### config.mk
export PLATFORM = sky130hd
export DESIGN_NAME = uart_baud_ctrl
export DESIGN_NICKNAME = d
export VERILOG_FILES = /design/src/rtl/uart_baud_ctrl.sv
export SDC_FILE = /design/constraint.sdc
export NUM_CORES = 1
export LEC_CHECK = 0
export ABC_AREA = 1
export CAP_MARGIN = 20
export CELL_PAD_IN_SITES_DETAIL_PLACEMENT = 0
export CELL_PAD_IN_SITES_GLOBAL_PLACEMENT = 2
export CORE_UTILIZATION = 35
export CTS_BUF_LIST = sky130_fd_sc_hd__clkbuf_4 sky130_fd_sc_hd__clkbuf_8
export DETAILED_ROUTE_END_ITERATION = 12
export PLACE_DENSITY = 0.95
export RECOVER_POWER = 50
export SLEW_MARGIN = 5
export SYNTH_ARGS = -nofsm -noshare
export SYNTH_HDL_FRONTEND = slang
export SYNTH_SLANG_ARGS = --single-unit
### constraint.sdc
create_clock -name clk_in -period 7.9 [get_ports clk_in]
set_clock_uncertainty 0.2 [all_clocks]
set_input_delay 2.37 -clock clk_in [delete_from_list [all_inputs] [get_ports clk_in]]
set_output_delay 2.37 -clock clk_in [all_outputs]
set_load 0.01 [all_outputs]
### src/rtl/uart_baud_ctrl.sv
// rtl/uart_baud_ctrl.sv - UART baud divider: 16x oversample and bit ticks, safe divisor reload, RX re-phasing
module uart_baud_ctrl #(
   parameter int CNT_W       = 16,
   parameter int DEFAULT_DIV = 54,
   parameter int OVERSAMPLE  = 16
) (
   input  logic             clk_in,
   input  logic             rst,
   input  logic             en,
   input  logic             cfg_wr,
   input  logic [CNT_W-1:0] cfg_div,
   output logic             cfg_ack,
   output logic             cfg_err,
   output logic             cfg_busy,
   input  logic             rx_sync,
   output logic             os_tick,
   output logic             bit_tick,
   output logic             active,
   output logic [CNT_W-1:0] div_cur
);
   localparam int OS_W = $clog2(OVERSAMPLE);
   localparam logic [OS_W-1:0]  OS_LAST = OS_W'(OVERSAMPLE - 1);
   localparam logic [OS_W-1:0]  OS_MID  = OS_W'(OVERSAMPLE / 2);
   localparam logic [CNT_W-1:0] DIV_RST = CNT_W'(DEFAULT_DIV);

   typedef enum logic {IDLE, RUN} state_t;

   state_t           state, state_nxt;
   logic [CNT_W-1:0] cnt, cnt_nxt;
   logic [CNT_W-1:0] div_nxt;
   logic [CNT_W-1:0] pend_div, pend_div_nxt;
   logic             pend_vld, pend_vld_nxt;
   logic [OS_W-1:0]  os_cnt, os_cnt_nxt;
   logic             ack_nxt, err_nxt;
   logic             run, wr_ok, tc;

   assign run      = (state == RUN);
   assign wr_ok    = cfg_wr && (cfg_div >= CNT_W'(2));
   assign tc       = (cnt == div_cur - CNT_W'(1));
   // A realign request steals the terminal-count cycle, so no tick escapes on the old grid
   assign os_tick  = run && tc && !rx_sync;
   assign bit_tick = os_tick && (os_cnt == OS_LAST);
   assign active   = run;
   assign cfg_busy = pend_vld;

   always_comb begin
      state_nxt    = state;
      cnt_nxt      = cnt;
      os_cnt_nxt   = os_cnt;
      div_nxt      = div_cur;
      pend_div_nxt = pend_div;
      pend_vld_nxt = pend_vld;
      ack_nxt      = 1'b0;
      err_nxt      = cfg_wr && !wr_ok;
      case (state)
         IDLE: begin
            cnt_nxt    = '0;
            os_cnt_nxt = '0;
            if (wr_ok) begin
               div_nxt      = cfg_div;
               pend_vld_nxt = 1'b0;
               ack_nxt      = 1'b1;
            end else if (pend_vld) begin
               div_nxt      = pend_div;
               pend_vld_nxt = 1'b0;
               ack_nxt      = 1'b1;
            end
            if (en) state_nxt = RUN;
         end
         RUN: begin
            if (!en) begin
               state_nxt  = IDLE;
               cnt_nxt    = '0;
               os_cnt_nxt = '0;
            end else if (rx_sync) begin
               cnt_nxt    = '0;
               os_cnt_nxt = OS_MID;
            end else if (tc) begin
               cnt_nxt    = '0;
               os_cnt_nxt = os_cnt + 1'b1;
            end else begin
               cnt_nxt = cnt + 1'b1;
            end
            // Divisor only changes on a bit boundary (cnt already wraps there) or when leaving RUN
            if (pend_vld && (!en || bit_tick)) begin
               div_nxt      = pend_div;
               pend_vld_nxt = 1'b0;
               ack_nxt      = 1'b1;
            end
            if (wr_ok) begin
               pend_div_nxt = cfg_div;
               pend_vld_nxt = 1'b1;
            end
         end
         default: state_nxt = IDLE;
      endcase
   end

   always_ff @(posedge clk_in or posedge rst) begin
      if (rst) begin
         state    <= IDLE;
         cnt      <= '0;
         os_cnt   <= '0;
         div_cur  <= DIV_RST;
         pend_div <= DIV_RST;
         pend_vld <= 1'b0;
         cfg_ack  <= 1'b0;
         cfg_err  <= 1'b0;
      end else begin
         state    <= state_nxt;
         cnt      <= cnt_nxt;
         os_cnt   <= os_cnt_nxt;
         div_cur  <= div_nxt;
         pend_div <= pend_div_nxt;
         pend_vld <= pend_vld_nxt;
         cfg_ack  <= ack_nxt;
         cfg_err  <= err_nxt;
      end
   end
endmodule
### After elaboration in Yosys (flattened, before gate mapping)

Index checks and enable logic that the tools add are counted.
Widths: inputs -> output; s select.

* add/subtract/negate cells: 3
* magnitude comparators: 1
* eq/ne operators: 6
* mux-type cells: 20
* bitwise logic cells: 1
* reductions and logical operators: 12

Operators with widths (count)
* $mux 16: 6
* $pmux 16 s2: 2
* $add 16x1->16 const B: 1
* $eq 16x16->1: 1
* $ge 16x2->1 const B: 1
* $sub 16x1->16 const B: 1
* $mux 4: 3
* $pmux 4 s2: 1
* $logic_and 1x1->1: 6
* $mux 1: 6
* $add 4x1->4 const B: 1
* $eq 4x4->1 const B: 1
* $ne 4x3->1 const B: 1
* $pmux 1 s2: 2
* $reduce_and 2->1: 2
* $logic_not 1->1: 3
* $ne 3x1->1 const B: 1
* $ne 3x3->1 const B: 1
* $ne 2x1->1 const B: 1
* $logic_or 1x1->1: 1
* $not 1->1: 1

* register bits after elaboration: 56
* input bits: 21
* output and inout bits: 22

### Longest topological paths before layout

Gate-level depths: netlist of run 1.

* depth after elaboration: 10
* depth in mapped cells: 18
* gate-level depth less buffers: 17

### Least setup slack after synthesis of run 1

No wires, ideal clock.

* path kind: input port to output port
* start: in rx_sync
* end: out bit_tick
* arrival time: 2769 ps
* setup slack: 2561 ps
* stages on the path: 3
* cells stage by stage: nor2_1 > nand3_4 > inv_1

* cells in the longest elaborated chain, start to end: 3

Ends and longest elaborated chain
* start: declaration: RTL line 15 `input logic rx_sync,`
* $logic_not 1->1: RTL line 41 `assign os_tick = run && tc && !rx_sync;`
* $logic_and 1x1->1: RTL line 41
* $logic_and 1x1->1: RTL line 42 `assign bit_tick = os_tick && (os_cnt == OS_LAST);`
* end: declaration: RTL line 17 `output logic bit_tick,`

Every way passes these cells.

### Worst setup path after layout of run 1

Ends and elaborated chain as after synthesis.

==> results of run 1 <==
==> cells by family after synthesis <==
logic type,share of synthesized area [%]
fa+ha+maj,1.09
simple gates,37.1
xor+xnor,5.31
buf+inv,8.58
flops,41.0
compound gates,6.94
==> cells in the mapped netlist, types with 6 or more instances <==
master / number / area [sq um]
nand2_1: 155 / 582
inv_1: 60 / 225
nor2_1: 53 / 199
dfrtp_1: 48 / 1200
nand3_1: 36 / 180
o21ai_0: 36 / 180
nor3_1: 10 / 50.1
xnor2_1: 10 / 87.6
xor2_1: 9 / 78.8
clkbuf_1: 8 / 30.0
dfstp_2: 8 / 210
a21oi_1: 6 / 30.0
nand4_1: 6 / 37.5
==> layout make-up <==
class                           instances  share of cell area [%]
Clock inverter                          2                    1.46
Inverter                               62                    5.67
Sequential cell                        56                    34.4
Timing Repair Buffer                   44                    10.4
Clock buffer                            6                    1.86
Multi-Input combinational cell        355                    42.3
Tap cell                              129                    3.93
==> where the power goes <==
group          internal (W)  switching, W  total [W]
registers          0.000319     0.0000360   0.000355
logic              0.000107      0.000151   0.000257
clock network      0.000130     0.0000949   0.000225
==> critical path, cell delays in order <==
cell and delay [ns]:
clkdlybuf4s50_1 0.45, nor2_1 0.24, nand3_4 0.11, inv_1 0.06, clkdlybuf4s50_1 0.52
==> final timing paths <==
kind	startpoint	to	slack (ns)	cells after the start
min reg2reg	pend_div[6]	pend_div[6]	0.29	2
max in group asynchronous	rst	div_cur[12]	2.36	3
max reg2reg	div_cur[0]	os_cnt[3]	4.87	12
min in group asynchronous	rst	cnt[4]	3.45	3
max	rx_sync	bit_tick	1.57	5
min	pend_div[6]	pend_div[6]	0.29	2
==> state kept, by name, summed over array words and instances, names as in the netlist <==
signal,count
div_cur,16
cfg_err,1
cfg_busy,1
os_cnt,4
cfg_ack,1
cnt,16
pend_div,16
active,1
==> layer usage <==
metal	part of all wire, %	global-route usage [%]	wire length (um)	vias to the layer above
met1	49	22.9	3970	1369
li1	-	-	-	1590
met4	0.61	3.34	49	0
met2	47	29.7	3820	44
met5	0	0	0	-
met3	2.6	2.28	210	5
==> through the flow <==
stage | hold WS [ns] | setup slack, ns | power, W | utilization (%)
floorplan | 0.253 | 2.56 | 0.000531 | -
detailed placement | 0.273 | 1.57 | 0.000622 | 42.4
finish | 0.294 | 1.57 | 0.000837 | 43.8
global route | 0.320 | 1.46 | 0.000898 | 43.8
global placement | 0.266 | 1.57 | 0.000619 | 42.4
CTS | 0.300 | 1.57 | 0.000849 | 43.9
==> results.py, run 1 <==
metrics = {
    "global_routing": {
        "antenna_found_initial": 0,
        "grt_pass1_vias": 2895,
        "grt_pass1_wl_mm": 13.7,
        "grt_max_degree": 57,
        "track_usage_pct": 17.1,
        "globalRouteOverflowTotal": 0,
    },
    "placement": {
        "dpl_cell_area_sq_mm": 0.00398,
        "dp_hpwl_mm": 6.26,
        "dp_cells": 646,
        "gp_congestion": 0.856,
        "io_buffers": 42,
    },
    "synthesis": {
        "yosys_register_bits": 56,
        "yosys_warnings": 0,
        "syn_nets": 509,
        "synth-edff-count": 0,
        "synth.yosys.seq_area_share_pct": 41.0,
        "synth.distinct_cells": 35,
        "netlist_area_sq_mm": 0.00344,
        "synth_top_flop_cell": "dfrtp_1",
        "synthArstFlopShare_pct": 100,
        "synth_cells": 485,
        "postSynthAreaPerCell_sq_um": 7.10,
    },
    "cells_and_area": {
        "drive_above_1_share_pct": 7.05,
        "multi_input_area_sq_mm": 0.00174,
        "fin_cells": 654,
        "fin_area_sq_mm": 0.00411,
        "regArea_sq_mm": 0.00141,
        "layout-area-overhead-vs-synth_pct": 19.3,
        "nets": 548,
        "layout_common_cells": "nand2_1 (155), inv_1 (59), nor2_1 (53), dfrtp_1 (48)",
        "final_common_cell": "nand2_1",
        "fillers": 1025,
        "n_antenna_cell": 0,
    },
    "timing": {
        "finalCritPeriodShare_pct": 80.1,
        "worst_pin_slew_ns": 3.02,
        "finalMaxSlewViolations": 57,
        "rsz0062_at_grt": "false",
        "setup_tns_ns": 0,
        "final.min_clock_period_ns": 6.33,
        "setup_viol": 0,
        "max-slew-margin-rel_pct": -101,
        "hold_viol": 0,
        "fmax_mhz": 158,
    },
    "job": {
        "maxCapViolCount": 1,
    },
    "clocking": {
        "postCtsSetupBuffers": 0,
        "ctsResizeCount": 0,
        "root_buffer": "clkbuf_8",
        "cts_max_level": 2,
        "cts_buffer_depth": 2,
        "ctsHoldBuffers": 0,
        "clkSlewWorstSetupHoldPaths_ns": 0.10,
        "numCtsBuffers": 5,
        "cts_tree": "done",
        "clock_sinks": 56,
        "clock_latency_ns": 0.31,
    },
    "critical_path": {
        "cp_max_fo": 3,
        "crit_required_ns": 5.33,
        "cp.arrival_ns": 3.76,
        "end_kind": "output port",
        "start_kind": "input port",
        "crit_type": "input port to output port",
    },
    "detailed_routing": {
        "ant_nets": 0,
        "vias_per_cell": 4.60,
        "drt_wl_total_mm": 8.06,
        "firstDrtPassIters": 4,
        "drt_iter0_drc": 128,
        "drc": 0,
        "vias": 3008,
        "wl_per_cell_um": 12.3,
    },
    "power": {
        "powerDensity_mw_per_mm2": 204,
        "ir_drop_mv": 0.0879,
        "power_leakage_nw": 1.98,
    },
    "floorplanning": {
        "num_rows": 35,
        "dieArea_sq_mm": 0.0102,
        "fp.coreArea_sq_mm": 0.00937,
        "die-height_um": 101,
        "ioPinCount": 43,
        "start_util_pct": 36.7,
        "chipWidth_um": 101,
    },
    "run_status": {
        "violations": "max-capacitance violations, max-slew violations",
        "outcome": "finished, violations left",
    },
    "worst_hold_path": {
        "hold_path.class": "flip-flop to flip-flop",
    },
}
Power figures use the tool's default switching activity.
==> run 2: changes to the inputs <==
--- a/config.mk
+++ b/config.mk
@@ -9,10 +9,10 @@
 export CAP_MARGIN = 20
 export CELL_PAD_IN_SITES_DETAIL_PLACEMENT = 0
 export CELL_PAD_IN_SITES_GLOBAL_PLACEMENT = 2
-export CORE_UTILIZATION = 35
+export CORE_UTILIZATION = 29
 export CTS_BUF_LIST = sky130_fd_sc_hd__clkbuf_4 sky130_fd_sc_hd__clkbuf_8
 export DETAILED_ROUTE_END_ITERATION = 12
-export PLACE_DENSITY = 0.95
+export PLACE_DENSITY = 0.85
 export RECOVER_POWER = 50
 export SLEW_MARGIN = 5
 export SYNTH_ARGS = -nofsm -noshare
==> constraint.sdc (replaced) <==
create_clock -name clk_in -period 5.4 [get_ports clk_in]
set_clock_uncertainty 0.2 [all_clocks]
set_input_delay 1.62 -clock clk_in [delete_from_list [all_inputs] [get_ports clk_in]]
set_output_delay 1.62 -clock clk_in [all_outputs]
set_load 0.01 [all_outputs]
==> results.py, run 2 (same netlist as run 1, synthesis figures left out) <==
metrics = {
    "run_status": {
        "outcome": "finished, violations left",
        "violations": "design-rule violations, max-capacitance violations, max-slew violations",
    },
    "timing": {
        "rsz0062_at_grt": "false",
        "fmax_mhz": 207,
        "hold_viol": 0,
        "worst_pin_slew_ns": 1.68,
        "finalCritPeriodShare_pct": 89.6,
        "max-slew-margin-rel_pct": -11.8,
        "final.min_clock_period_ns": 4.84,
        "setup_viol": 0,
        "setup_tns_ns": 0,
        "finalMaxSlewViolations": 45,
    },
    "power": {
        "ir_drop_mv": 0.129,
        "power_leakage_nw": 1.99,
        "swShare_pct": 33.8,
        "power.switching_w": 0.000416,
        "powerDensity_mw_per_mm2": 298,
        "power_frac_comb_pct": 30.8,
        "p_clk_share_pct": 26.8,
        "seq_power_share_pct": 42.4,
        "p_int_w": 0.000814,
        "power_w": 0.00123,
    },
    "cells_and_area": {
        "layout_common_cells": "nand2_1 (155), inv_1 (60), nor2_1 (53), dfrtp_1 (48)",
        "fin_cells": 669,
        "nets": 549,
        "fin_area_sq_mm": 0.00413,
        "layout-area-overhead-vs-synth_pct": 20.0,
        "reg_top3": "cnt x16, div_cur x16, pend_div x16",
        "final_common_cell": "nand2_1",
        "n_antenna_cell": 0,
        "drive_above_1_share_pct": 7.22,
    },
    "placement": {
        "io_buffers": 42,
        "gp_congestion": 0.816,
        "dp_cells": 661,
        "dp_hpwl_mm": 6.58,
        "dpl_cell_area_sq_mm": 0.00400,
    },
    "floorplanning": {
        "num_rows": 39,
        "start_util_pct": 29.9,
        "fp.coreArea_sq_mm": 0.0115,
        "chipWidth_um": 111,
        "die-height_um": 111,
        "dieArea_sq_mm": 0.0123,
        "ioPinCount": 43,
    },
    "detailed_routing": {
        "vias": 3029,
        "drc": 2,
        "ant_nets": 0,
        "drt_iter0_drc": 165,
        "firstDrtPassIters": 10,
        "vias_per_cell": 4.53,
        "wl_per_cell_um": 12.5,
        "drt_wl_total_mm": 8.37,
    },
    "clocking": {
        "clock_sinks": 56,
        "clock_latency_ns": 0.31,
        "root_buffer": "clkbuf_8",
        "clkSlewWorstSetupHoldPaths_ns": 0.10,
        "ctsResizeCount": 0,
        "ctsHoldBuffers": 0,
        "numCtsBuffers": 5,
        "postCtsSetupBuffers": 0,
        "cts_max_level": 2,
        "cts_buffer_depth": 2,
        "cts_tree": "done",
    },
    "global_routing": {
        "grt_max_degree": 45,
        "grt_pass1_vias": 2964,
        "globalRouteOverflowTotal": 0,
        "track_usage_pct": 14.8,
        "grt_pass1_wl_mm": 14.6,
        "antenna_found_initial": 0,
    },
    "worst_hold_path": {
        "whs_path_depth": 2,
        "hold_end": "pend_div[9]",
        "hold_path.class": "flip-flop to flip-flop",
        "min_from": "pend_div[9]",
    },
    "critical_path": {
        "ff2ff_setup_slack_ns": 2.35,
        "end_kind": "output port",
        "worstReg2RegEnd": "os_cnt[3]",
        "start_kind": "input port",
        "cp_max_fo": 3,
        "reg2reg_from": "div_cur[0]",
        "r2r_cells": 12,
        "crit_type": "input port to output port",
        "crit_required_ns": 3.58,
        "cp.arrival_ns": 3.02,
    },
    "job": {
        "maxCapViolCount": 1,
    },
}
==> run 2: how the worst max path moves through the flow <==
stage / slack (ns) / depth (start not counted) / start / end
2_1_floorplan: 1.56 / 3 / rx_sync / bit_tick
3_3_place_gp: 0.55 / 5 / rx_sync / bit_tick
3_5_place_dp: 0.55 / 5 / rx_sync / bit_tick
4_1_cts: 0.54 / 5 / rx_sync / bit_tick
5_1_grt: 0.41 / 15 / div_cur[1] / bit_tick
6_report: 0.56 / 5 / rx_sync / bit_tick
==> run 2: metal layers <==
metal	wire [um]	track usage, %
met2	3930	25.7
met1	4140	19.3
met5	0	0
met4	121	3.74
met3	177	1.97
==> run 2: cell type report <==
type | instances | area (sq um)
Tap cell | 143 | 179
Inverter | 62 | 233
Clock inverter | 2 | 60.1
Clock buffer | 6 | 76.3
Multi-Input combinational cell | 355 | 1740
Sequential cell | 56 | 1410
Fill cell | 1266 | 7380
Timing Repair Buffer | 45 | 435
==> run 2: power groups by stage <==
stage | clock network [W] | logic, W | registers (W)
2_1_floorplan | 0 | 0.000253 | 0.000524
3_3_place_gp | 0 | 0.000381 | 0.000529
3_5_place_dp | 0 | 0.000384 | 0.000530
4_1_cts | 0.000342 | 0.000386 | 0.000522
5_1_grt | 0.000358 | 0.000435 | 0.000529
6_report | 0.000330 | 0.000379 | 0.000521
==> run 2: critical path, cell delays in order <==
cell,delay [ns]
clkdlybuf4s50_1,0.45
nor2_1,0.23
nand3_4,0.11
inv_1,0.07
clkdlybuf4s50_1,0.53
==> run 2: metrics by stage <==
stage | util, % | setup slack [ns] | hold WS (ns)
2_1_floorplan | - | 1.56 | 0.253
3_3_place_gp | 34.8 | 0.554 | 0.266
3_5_place_dp | 34.8 | 0.548 | 0.273
4_1_cts | 35.9 | 0.539 | 0.301
5_1_grt | 35.9 | 0.415 | 0.322
6_report | 35.9 | 0.560 | 0.292
==> run 3: changes to the inputs <==
--- a/config.mk
+++ b/config.mk
@@ -11,6 +11,7 @@
 export CELL_PAD_IN_SITES_GLOBAL_PLACEMENT = 2
 export CORE_UTILIZATION = 29
 export CTS_BUF_LIST = sky130_fd_sc_hd__clkbuf_4 sky130_fd_sc_hd__clkbuf_8
+export CTS_CLUSTER_SIZE = 12
 export DETAILED_ROUTE_END_ITERATION = 12
 export PLACE_DENSITY = 0.85
 export RECOVER_POWER = 50
==> results of run 3 <==
Final layout, timing and power as in run 2 (identical DEF).
==> variant 1 (settings of run 1) <==
Set the parameter `CNT_W` to 14 (it was 16).
--- a/src/rtl/uart_baud_ctrl.sv
+++ b/src/rtl/uart_baud_ctrl.sv
@@ -1,5 +1,5 @@
 // rtl/uart_baud_ctrl.sv - UART baud divider: 16x oversample and bit ticks, safe divisor reload, RX re-phasing
 module uart_baud_ctrl #(
-   parameter int CNT_W       = 16,
+   parameter int CNT_W       = 14,
    parameter int DEFAULT_DIV = 54,
    parameter int OVERSAMPLE  = 16
Ports: changed (resized cfg_div and div_cur); port bits go from 43 to 39. The function was not compared with the original's and may differ.
==> variant 1 against run 1 <==
The flow still finishes with violations (max-capacitance violations, max-slew violations); wire length decreased by 25%; largest cell class unchanged; highest routed layer unchanged; final area decreased by 15%; sequential share of layout area increased by 1.8 points; power decreased by 17%; maximum frequency decreased by 3.4%; synthesized area decreased by 15%; critical path depth unchanged; non-clock buffer count decreased by 5; clock power decreased by 19%; setup slack got worse by 0.22 ns; sequential cell count decreased by 6.
==> variant 1: results (changes against run 1) <==
status: "finished, violations left"
violations: "max-capacitance violations, max-slew violations"
whs_ns: 0.290  # -0.00457 ns
yosysSeqAreaShare_pct: 42.9  # +1.9 points
gp_congestion: 0.777  # -9.2%
clk_latency_ns: 0.30
synth_area_leaders: "dfrtp_1 36%, nand2_1 15%, inv_1 7.5%"
grt_pass1_wl_um: 10700  # -22%
leakagePower_nw: 1.70  # -15%
final.fill_count: 863  # -16%
drv_slew: 42  # -26%
drive_gt1_share_pct: 6.96  # -0.087 points
drt_iter0_markers: 111  # -13%
min_to: "pend_div[0]"
io_buffers: 38  # -9.5%
first_global_vias: 2266  # -22%
drt_wl_total_um: 6040  # -25%
top_regs: "cnt x14, div_cur x14, pend_div x14"
critical_path_arrival_ns: 3.98  # +0.22 ns
drv_cap: 1  # unchanged
synth_fp_nets: 417  # -18%
crit_slowest_cell: "dlygate4sd3_1"
max_stage_delay_ns: 0.56  # +0.04 ns
r2r_setup_slack_ns: 5.15  # +0.28 ns
synth_common_cells: "116 x nand2_1, 59 x inv_1, 42 x dfrtp_1"
grt_max_degree: 51  # -11%
cts_max_path_buffers: 2  # unchanged
dr_total_vias: 2452  # -18%
min_period_over_period_pct: 82.9  # +2.8 points
rr_worst_depth: 15  # +3
grt.total_usage_pct: 15.5  # -1.6 points
nets: 452  # -18%
yosysUniqueCellTypes: 37  # +5.7%
hpwlAfterDp_um: 4650  # -26%
worstMarginPinSlew_ns: 2.18  # -0.840 ns
dp_slack_ns: 1.44  # -0.128 ns
ir_worst_vdd_uv: 92.9  # +5.6%
min_from: "pend_div[0]"
==> variant 1: cell types whose count changed after synthesis, moves of 6 or more <==
cell	change
dfrtp_1	-6
nand3_1	-9
nand2_1	-39
nor2_1	-17
nor3_1	-6
==> variant 1: report_power, final <==
part,internal (W),switching [W]
Clock,0.0000980,0.0000846
Sequential,0.000285,0.0000299
Combinational,0.0000851,0.000109
Total,0.000468,0.000223
==> variant 1: metal layers <==
metal / GRT usage (%) / vias to the layer above / wire length (um)
met5: 0 / - / 0
met3: 2.36 / 6 / 160
li1: - / 1306 / -
met2: 24.5 / 37 / 2700
met1: 22.2 / 1103 / 3130
met4: 3.85 / 0 / 55
==> variant 1: stage by stage <==
stage | area (sq um) | cells
2_1_floorplan | 2940 | 395
3_3_place_gp | 3380 | 527
3_5_place_dp | 3380 | 527
4_1_cts | 3490 | 535
5_1_grt | 3490 | 536
6_report | 3490 | 536
==> variant 1: kinds of logic (layout without fill, tap and decap cells) <==
family | count (synthesis) | after routing | synth area share, %
simple gates | 212 | 212 | 32.8
buf+inv | 72 | 108 | 10.2
flops | 50 | 50 | 42.9
compound gates | 42 | 42 | 7.58
fa+ha+maj | 3 | 3 | 1.28
xor+xnor | 16 | 16 | 5.24
==> variant 1: final cells by class <==
| type | instances | area (sq um) | area share [%] |
|---|---|---|---|
| clock inverter | 2 | 37.5 | 1.08 |
| clock buffer | 6 | 76.3 | 2.19 |
| multi-input combinational | 273 | 1370 | 39.3 |
| inverter | 61 | 229 | 6.56 |
| sequential | 50 | 1260 | 36.1 |
| timing repair buffer | 39 | 384 | 11.0 |
| tap | 105 | 131 | 3.76 |
==> variant 1: critical path: cells and delay by family <==
family / cells / cell delay, ns
buf+inv: 3 / 1.16
simple gates: 2 / 0.46
==> variant 2 (flow settings as in run 1) <==
Without the edit above. Put one more register stage on the output `cfg_err`. The value now appears one clock later. The other outputs are not delayed to match.
--- a/src/rtl/uart_baud_ctrl.sv
+++ b/src/rtl/uart_baud_ctrl.sv
@@ -25,4 +25,6 @@
 
    typedef enum logic {IDLE, RUN} state_t;
+
+   logic cfg_err_s0;
 
    state_t           state, state_nxt;
@@ -106,5 +108,5 @@
          pend_vld <= 1'b0;
          cfg_ack  <= 1'b0;
-         cfg_err  <= 1'b0;
+         cfg_err_s0 <= 1'b0;
       end else begin
          state    <= state_nxt;
@@ -115,6 +117,10 @@
          pend_vld <= pend_vld_nxt;
          cfg_ack  <= ack_nxt;
-         cfg_err  <= err_nxt;
+         cfg_err_s0 <= err_nxt;
       end
    end
+   always_ff @(posedge clk_in) begin
+      cfg_err <= cfg_err_s0;
+   end
+
 endmodule
Behaviour: not the same (Yosys sat finds a counterexample within 4 cycles, from zero or initial values and one cycle with rst high).
==> variant 2 against run 1 <==
The run still ends with max-capacitance violations, max-slew violations left; critical endpoint unchanged; wire length up 2.9%; utilization up 0.98 points; power up 12%; global-route usage up 1.0 points; synthesized area up 0.58%; combinational power about the same; critical path type unchanged; critical path depth unchanged; final area up 2.7%; sequential share of layout area down 0.43 points; register-to-register slack better by 0.04 ns; sequential cell count up 1; setup slack better by 0.015 ns; sequential power up 2%.
==> variant 2: results (changes against run 1) <==
leakagePower_nw: 2.03  # +2.6%
synth_fp_nets: 510  # +0.20%
h-tree-depth: 3  # +1
worstMarginPinSlew_ns: 3.05  # +0.0340 ns
cts_buffers: 9  # +4
hold_depth: 0  # -2
ir_worst_vdd_uv: 85.5  # -2.7%
placed_cell_area_sq_um: 4000  # +0.50%
critical_path_arrival_ns: 3.75  # about the same
drive_gt1_share_pct: 8.43  # +1.4 points
min_to: "cfg_err"
dp_slack_ns: 1.56  # -0.00516 ns
cts.clk_slew.worst_paths_ns: 0.07  # -0.03 ns
yosysUniqueCellTypes: 36  # +2.9%
gp_congestion: 0.840  # -1.9%
vias_per_cell: 4.62  # +0.41%
status: "finished, violations left"
drv_cap: 1  # unchanged
drv_slew: 57  # unchanged
synth_area_leaders: "dfrtp_1 35%, nand2_1 17%, inv_1 6.5%"
violations: "max-capacitance violations, max-slew violations"
r2r_setup_slack_ns: 4.91  # +0.04 ns
nets: 553  # +0.91%
min_from: "cfg_err_s0"
hpwlAfterDp_um: 6290  # +0.43%
yosysSeqAreaShare_pct: 41.3  # +0.34 points
drt_iter0_markers: 159  # +24%
async_reset_ff_share_pct: 98.2  # -1.8 points
grt.total_usage_pct: 18.2  # +1.0 points
variant 2: worst max path at each step:
stage / start / endpoint / slack, ns / cells past startpoint
after global routing: rx_sync / os_tick / 1.48 / 5
after detailed placement: rx_sync / bit_tick / 1.56 / 5
after floorplan: rx_sync / bit_tick / 2.56 / 3
final: rx_sync / bit_tick / 1.58 / 5
after CTS: rx_sync / bit_tick / 1.56 / 5
after global placement: rx_sync / bit_tick / 1.58 / 5
variant 2: final cells by class:
type | instances | area (sq um)
Inverter | 62 | 233
Multi-Input combinational cell | 355 | 1740
Clock inverter | 6 | 90.1
Fill cell | 996 | 5200
Timing Repair Buffer | 44 | 428
Clock buffer | 10 | 138
Sequential cell | 57 | 1430
Tap cell | 129 | 161
variant 2: stage by stage:
step	utilization, %	power [W]	hold slack [ns]	std cells
final	44.8	0.000937	0.164	663
after floorplan	-	0.000536	0.124	486
after detailed placement	42.5	0.000628	0.152	647
after CTS	44.9	0.000951	0.171	663
after global placement	42.5	0.000624	0.138	647
after global routing	44.8	0.00100	0.181	663
variant 2: critical path, stage by stage:
cell and delay (ns):
clkdlybuf4s50_1 0.44, nor2_1 0.24, nand3_4 0.11, inv_1 0.06
clkdlybuf4s50_1 0.52
variant 2: where the power goes:
| part | switching, W | internal [W] | total [W] | leakage (nW) |
|---|---|---|---|---|
| clock | 0.000131 | 0.000187 | 0.000318 | 0.113 |
| sequential | 0.0000373 | 0.000324 | 0.000362 | 0.722 |
| combinational | 0.000151 | 0.000107 | 0.000258 | 1.20 |
variant 2: routing by layer:
metal / global-route usage, % / share of wire, %
met1: 23.4 / 49
met4: 6.35 / 0.93
met5: 0 / 0
met3: 2.97 / 3.0
met2: 30.8 / 47
variant 2: logic make-up after synthesis:
family | share of synthesized area (%)
adders and majority gates | 1.08
AOI/OAI and AO/OA | 6.90
xor gates and xnor gates | 5.27
DFF | 41.3
and+or+nand+nor | 36.9
buffers and inverters | 8.53
